## src/rtl/clause_bin_sequencer.sv

```systemverilog
// Moves one bin of clauses between the clause BRAM and the clause array.
// Load copies BRAM -> array; update copies array -> BRAM. Both use a two-stage issue/data pipeline.
module clause_bin_sequencer #(
    parameter int NUM_CLAUSES_A_BIN  = 8,
    parameter int WIDTH_CLAUSES      = 16,
    parameter int WIDTH_BIN_ID       = 10,
    parameter int ADDR_WIDTH_CLAUSES = 9
) (
    input  logic                          clk,
    input  logic                          rst,
    input  logic                          start_load_i,
    input  logic                          start_update_i,
    input  logic [WIDTH_BIN_ID-1:0]       bin_id_i,
    output logic                          busy_o,
    output logic                          done_o,
    output logic [NUM_CLAUSES_A_BIN-1:0]  wr_carray_o,
    output logic [NUM_CLAUSES_A_BIN-1:0]  rd_carray_o,
    output logic [WIDTH_CLAUSES-1:0]      clause_o,
    input  logic [WIDTH_CLAUSES-1:0]      clause_i,
    output logic                          ram_we_o,
    output logic [ADDR_WIDTH_CLAUSES-1:0] ram_addr_o,
    output logic [WIDTH_CLAUSES-1:0]      ram_din_o,
    input  logic [WIDTH_CLAUSES-1:0]      ram_dout_i
);

    localparam int CNT_W = $clog2(NUM_CLAUSES_A_BIN) + 1;
    localparam logic [CNT_W-1:0] LAST = CNT_W'(NUM_CLAUSES_A_BIN);
    localparam logic [NUM_CLAUSES_A_BIN-1:0] ONE = NUM_CLAUSES_A_BIN'(1);

    typedef enum logic [1:0] {
        IDLE,
        LOAD,
        UPDATE,
        DONE
    } state_t;

    state_t                        state, state_nxt;
    logic [CNT_W-1:0]              step, step_nxt, step_prev;
    logic [WIDTH_BIN_ID-1:0]       bin_q, bin_nxt;
    logic [ADDR_WIDTH_CLAUSES-1:0] base;
    logic [ADDR_WIDTH_CLAUSES-1:0] addr_q;
    logic [WIDTH_CLAUSES-1:0]      clause_q, din_q;
    logic                          vld_p0, vld_p1;

    // Truncating both operands first keeps the product modulo 2^ADDR_WIDTH_CLAUSES.
    assign base      = ADDR_WIDTH_CLAUSES'(bin_q) * ADDR_WIDTH_CLAUSES'(NUM_CLAUSES_A_BIN);
    assign step_prev = step - CNT_W'(1);
    assign vld_p0    = (step < LAST);
    assign vld_p1    = (step != '0);

    always_comb begin
        state_nxt   = state;
        step_nxt    = step;
        bin_nxt     = bin_q;
        busy_o      = 1'b1;
        done_o      = 1'b0;
        wr_carray_o = '0;
        rd_carray_o = '0;
        ram_we_o    = 1'b0;
        clause_o    = clause_q;
        ram_din_o   = din_q;
        ram_addr_o  = addr_q;
        case (state)
            IDLE: begin
                busy_o = 1'b0;
                if (start_load_i) begin
                    state_nxt = LOAD;
                    step_nxt  = '0;
                    bin_nxt   = bin_id_i;
                end else if (start_update_i) begin
                    state_nxt = UPDATE;
                    step_nxt  = '0;
                    bin_nxt   = bin_id_i;
                end
            end
            LOAD: begin
                // p0: present BRAM address; p1: BRAM data lands in the array one step behind
                if (vld_p0) ram_addr_o = base + ADDR_WIDTH_CLAUSES'(step);
                if (vld_p1) begin
                    wr_carray_o = ONE << step_prev;
                    clause_o    = ram_dout_i;
                end
                if (step == LAST) state_nxt = DONE;
                else              step_nxt  = step + CNT_W'(1);
            end
            UPDATE: begin
                // p0: select array entry; p1: its clause is written to BRAM one step behind
                if (vld_p0) rd_carray_o = ONE << step;
                if (vld_p1) begin
                    ram_we_o   = 1'b1;
                    ram_addr_o = base + ADDR_WIDTH_CLAUSES'(step_prev);
                    ram_din_o  = clause_i;
                end
                if (step == LAST) state_nxt = DONE;
                else              step_nxt  = step + CNT_W'(1);
            end
            DONE: begin
                done_o    = 1'b1;
                state_nxt = IDLE;
            end
            default: state_nxt = IDLE;
        endcase
    end

    // Hold registers keep address/data outputs stable between pipeline slots.
    always_ff @(posedge clk or posedge rst) begin
        if (rst) begin
            state    <= IDLE;
            step     <= '0;
            bin_q    <= '0;
            addr_q   <= '0;
            clause_q <= '0;
            din_q    <= '0;
        end else begin
            state    <= state_nxt;
            step     <= step_nxt;
            bin_q    <= bin_nxt;
            addr_q   <= ram_addr_o;
            clause_q <= clause_o;
            din_q    <= ram_din_o;
        end
    end

endmodule

```

## config.mk

```make
export PLATFORM = sky130hd
export DESIGN_NAME = clause_bin_sequencer
export DESIGN_NICKNAME = d
export VERILOG_FILES = /design/src/rtl/clause_bin_sequencer.sv
export SDC_FILE = /design/constraint.sdc
export NUM_CORES = 1
export LEC_CHECK = 0
export CELL_PAD_IN_SITES_DETAIL_PLACEMENT = 0
export CELL_PAD_IN_SITES_GLOBAL_PLACEMENT = 1
export CORE_ASPECT_RATIO = 1.2
export CORE_MARGIN = 2
export CORE_UTILIZATION = 35
export DETAILED_ROUTE_END_ITERATION = 6
export GPL_ROUTABILITY_DRIVEN = 1
export GPL_TIMING_DRIVEN = 0
export PLACE_DENSITY_LB_ADDON = 0.1
export SLEW_MARGIN = 25
export SYNTH_ARGS = -nofsm -noshare
export SYNTH_HDL_FRONTEND = slang
export SYNTH_SLANG_ARGS = --single-unit
```

## constraint.sdc

```tcl
create_clock -name clk -period 5.3 [get_ports clk]
set_clock_uncertainty 0.15 [all_clocks]
set_input_delay 1.59 -clock clk [delete_from_list [all_inputs] [get_ports clk]]
set_output_delay 1.59 -clock clk [all_outputs]
set_load 0.05 [all_outputs]
```

==> impl_metrics.ini <==
[sta]
setup_tns_ps = 0
clock.fmax_mhz = 199
period_needed_ps = 5030
finalSetupViolCount = 0
timing.slew.headroom_pct = 46.4
hold_viol = 0
tightestPinTransition_ps = 799
fin_crit_sh_pct = 94.9
setup_slack_ps = 272
slew_violations = 0
rsz0062_at_grt = no

[routing]
firstDrtPassIters = 4
totalWireLength_um = 6680
drt_iter0_drc = 81
via_per_inst = 4.81
ant_nets = 0
wl_met2_um = 3300
drc = 0
num_vias = 2282
drt-met1-wl_um = 3040
dr_wl_met3_um = 307
wl_per_cell_um = 14.1
top_layer_used = met4

[clocking]
clkLatencyLatePin_ps = 310
clk_pin_slew_worst_paths_ps = 100
clkSinkCount = 53
cts_tree = yes
htreeDepth = 2
cts_buffer_depth = 2
clock_tree.root_cell = clkbuf_8
cts_made_buffers = 5

[grt]
grt_pass1_wl_um = 11100
antenna_found_initial = 0
grt_remaining_overflow = 0
grtUsageTotal_pct = 16.0
grt_max_degree = 47
grt_pass1_vias = 2300

[synthesis]
post-synth-top-area-fraction_pct = 48.0
synth_nets = 332
synth_warnings = 0
post-synth-top-count-cell = nand2_1
synthArstFlopShare_pct = 100
syn-instance-count = 269
ys_seq_elements = 53
synth_area_leaders = dfrtp_1 48%, mux2_2 9.0%, nand2_1 8.4%, ha_1 7.7%, o21ai_0 2.9%
yosysSeqAreaShare_pct = 48.0
synth_top_area_cell = dfrtp_1
ys.flop_type = dfrtp_1
synth-edff-count = 0
synth_common_cells = 62 x nand2_1, 53 x dfrtp_1, 22 x mux2_2
synth_cell_types = 40
synth.avg_cell_area_sq_um = 10.3
synth_area_sq_um = 2760

[worst_setup_path]
critical_path_class = flop to output port
cp_cell_sequence = clkbuf_1 > o31ai_1 > nand2_1 > ha_1 > nand2_1 > o2111ai_2 > nand3_2 > a221o_1 > clkdlybuf4s50_1
worstPathArrival_ps = 3290
cp_max_fo = 10
end_kind = output port
critPathTopFamily = buffers and inverters
cp.required_ps = 3560
crit_top_cell = nand2_1
path_buf_inv = 2
critPathLaunchType = flop
crit_path_max_incr_delay_ps = 710
crit_slowest_cell = clkdlybuf4s50_1

[final_layout]
diodes = 0
fin_nets = 444
syn_to_final_growth_pct = 45.8
final_util_pct = 52.6
drive_above_1_share_pct = 12.3

[min_path]
hold_path.class = flop to flop

[die]
die_y_um = 101
rows = 35
chipWidth_um = 85.1
io_pins = 106
core_area_sq_um = 7660
start_util_pct = 36.1
die_area_sq_um = 8630

[placed_design]
port_buffers = 101
dpl_worst_slack_ps = 407
dp_hpwl_um = 4820
gp_congestion = 0.750

[outcome]
status = finished clean

[job]
drv_cap = 0
==> cells in the final DEF (no fill, tap or decap), types with 2 or more instances in the layout <==
master | synthesis | routed
a21oi_1 | 4 | 4
a22o_1 | 7 | 7
and2_1 | 6 | 6
and3_1 | 5 | 5
buf_2 | 2 | 2
buf_4 | 0 | 3
buf_6 | 6 | 6
clkbuf_1 | 3 | 5
clkbuf_8 | 0 | 5
clkdlybuf4s50_1 | 0 | 100
dfrtp_1 | 53 | 53
ha_1 | 17 | 17
inv_1 | 10 | 9
mux2_2 | 22 | 22
mux2i_1 | 4 | 4
nand2_1 | 62 | 62
nand2b_1 | 2 | 2
nand3_1 | 6 | 6
nor2_1 | 9 | 9
nor2b_1 | 3 | 3
nor4_1 | 3 | 3
o211ai_1 | 2 | 2
o21ai_0 | 16 | 16
o21ai_1 | 3 | 3
o22ai_1 | 3 | 3
o311ai_0 | 2 | 2
or2b_1 | 2 | 2
xnor2_1 | 2 | 2
==> routing by layer <==
layer,vias to the layer above,GRT usage (%)
met4,0,4.03
met5,-,0
met1,1072,20.6
li1,1143,-
met2,65,27.6
met3,2,3.26
==> stage by stage <==
step                      hold slack [ps]  std cells  cell area [sq um]
final                                 327        474               4030
after global routing                  355        474               4030
after CTS                             334        471               4000
after detailed placement              306        463               3920
after global placement                303        462               3890
after floorplan                       374        269               2760
==> path summary, 6_finish.rpt <==
path	startpoint	slack, ps	to	depth (start not counted)
worst min-delay path	din_q[7]$_DFF_PP0_	330	din_q[7]$_DFF_PP0_	2
min in group asynchronous	rst	1370	clause_q[5]$_DFF_PP0_	2
worst max-delay path	step[3]$_DFFE_PP0P_	270	ram_addr_o[7]	9
max in group asynchronous	rst	3190	bin_q[3]$_DFFE_PP0P_	3
worst max register to register	step[3]$_DFFE_PP0P_	2760	addr_q[7]$_DFF_PP0_	8
worst min register to register	din_q[7]$_DFF_PP0_	330	din_q[7]$_DFF_PP0_	2
==> kinds of logic after synthesis <==
logic type               Yosys count  share of synthesized area (%)
buffers and inverters             22                           4.71
XOR/XNOR                           2                          0.634
AND/OR/NAND/NOR                  106                           18.0
AO/OA/AOI/OAI                     43                           10.6
flip-flops                        53                           48.0
adder cells (fa/ha/maj)           17                           7.70
multiplexers                      26                           10.4
==> state kept, by name, summed over array words and instances (netlist names) <==
signal / count
addr_q: 9
state: 2
bin_q: 6
clause_q: 16
din_q: 16
step: 4
==> area by class of cell <==
type / instances / area [sq um]
inverters: 11 / 43.8
plain buffers: 11 / 88.8
flip-flops and latches: 53 / 1330
repair buffers: 105 / 1060
clock inverters: 1 / 7.51
well taps: 92 / 115
clock buffers: 7 / 76.3
multi-input cells: 194 / 1310
fillers: 770 / 3630
==> what timing repair did <==
action / 4_1_cts / 5_1_grt
buffers inserted: 0 / 3
gates resized for setup: 0 / 1
hold buffers: 0 / 0
endpoints found under the setup margin: 0 / 6
endpoints found under the hold margin: 0 / 0
==> worst min-delay path, delay by kind of cell, from the launching register on <==
kind,cells,cell delay [ps]
flip-flops,1,340
AND/OR/NAND/NOR,2,110
Power is left out: the tool's default activity adds up to more than one toggle a clock period on the data nets, which glitch-free logic cannot reach.
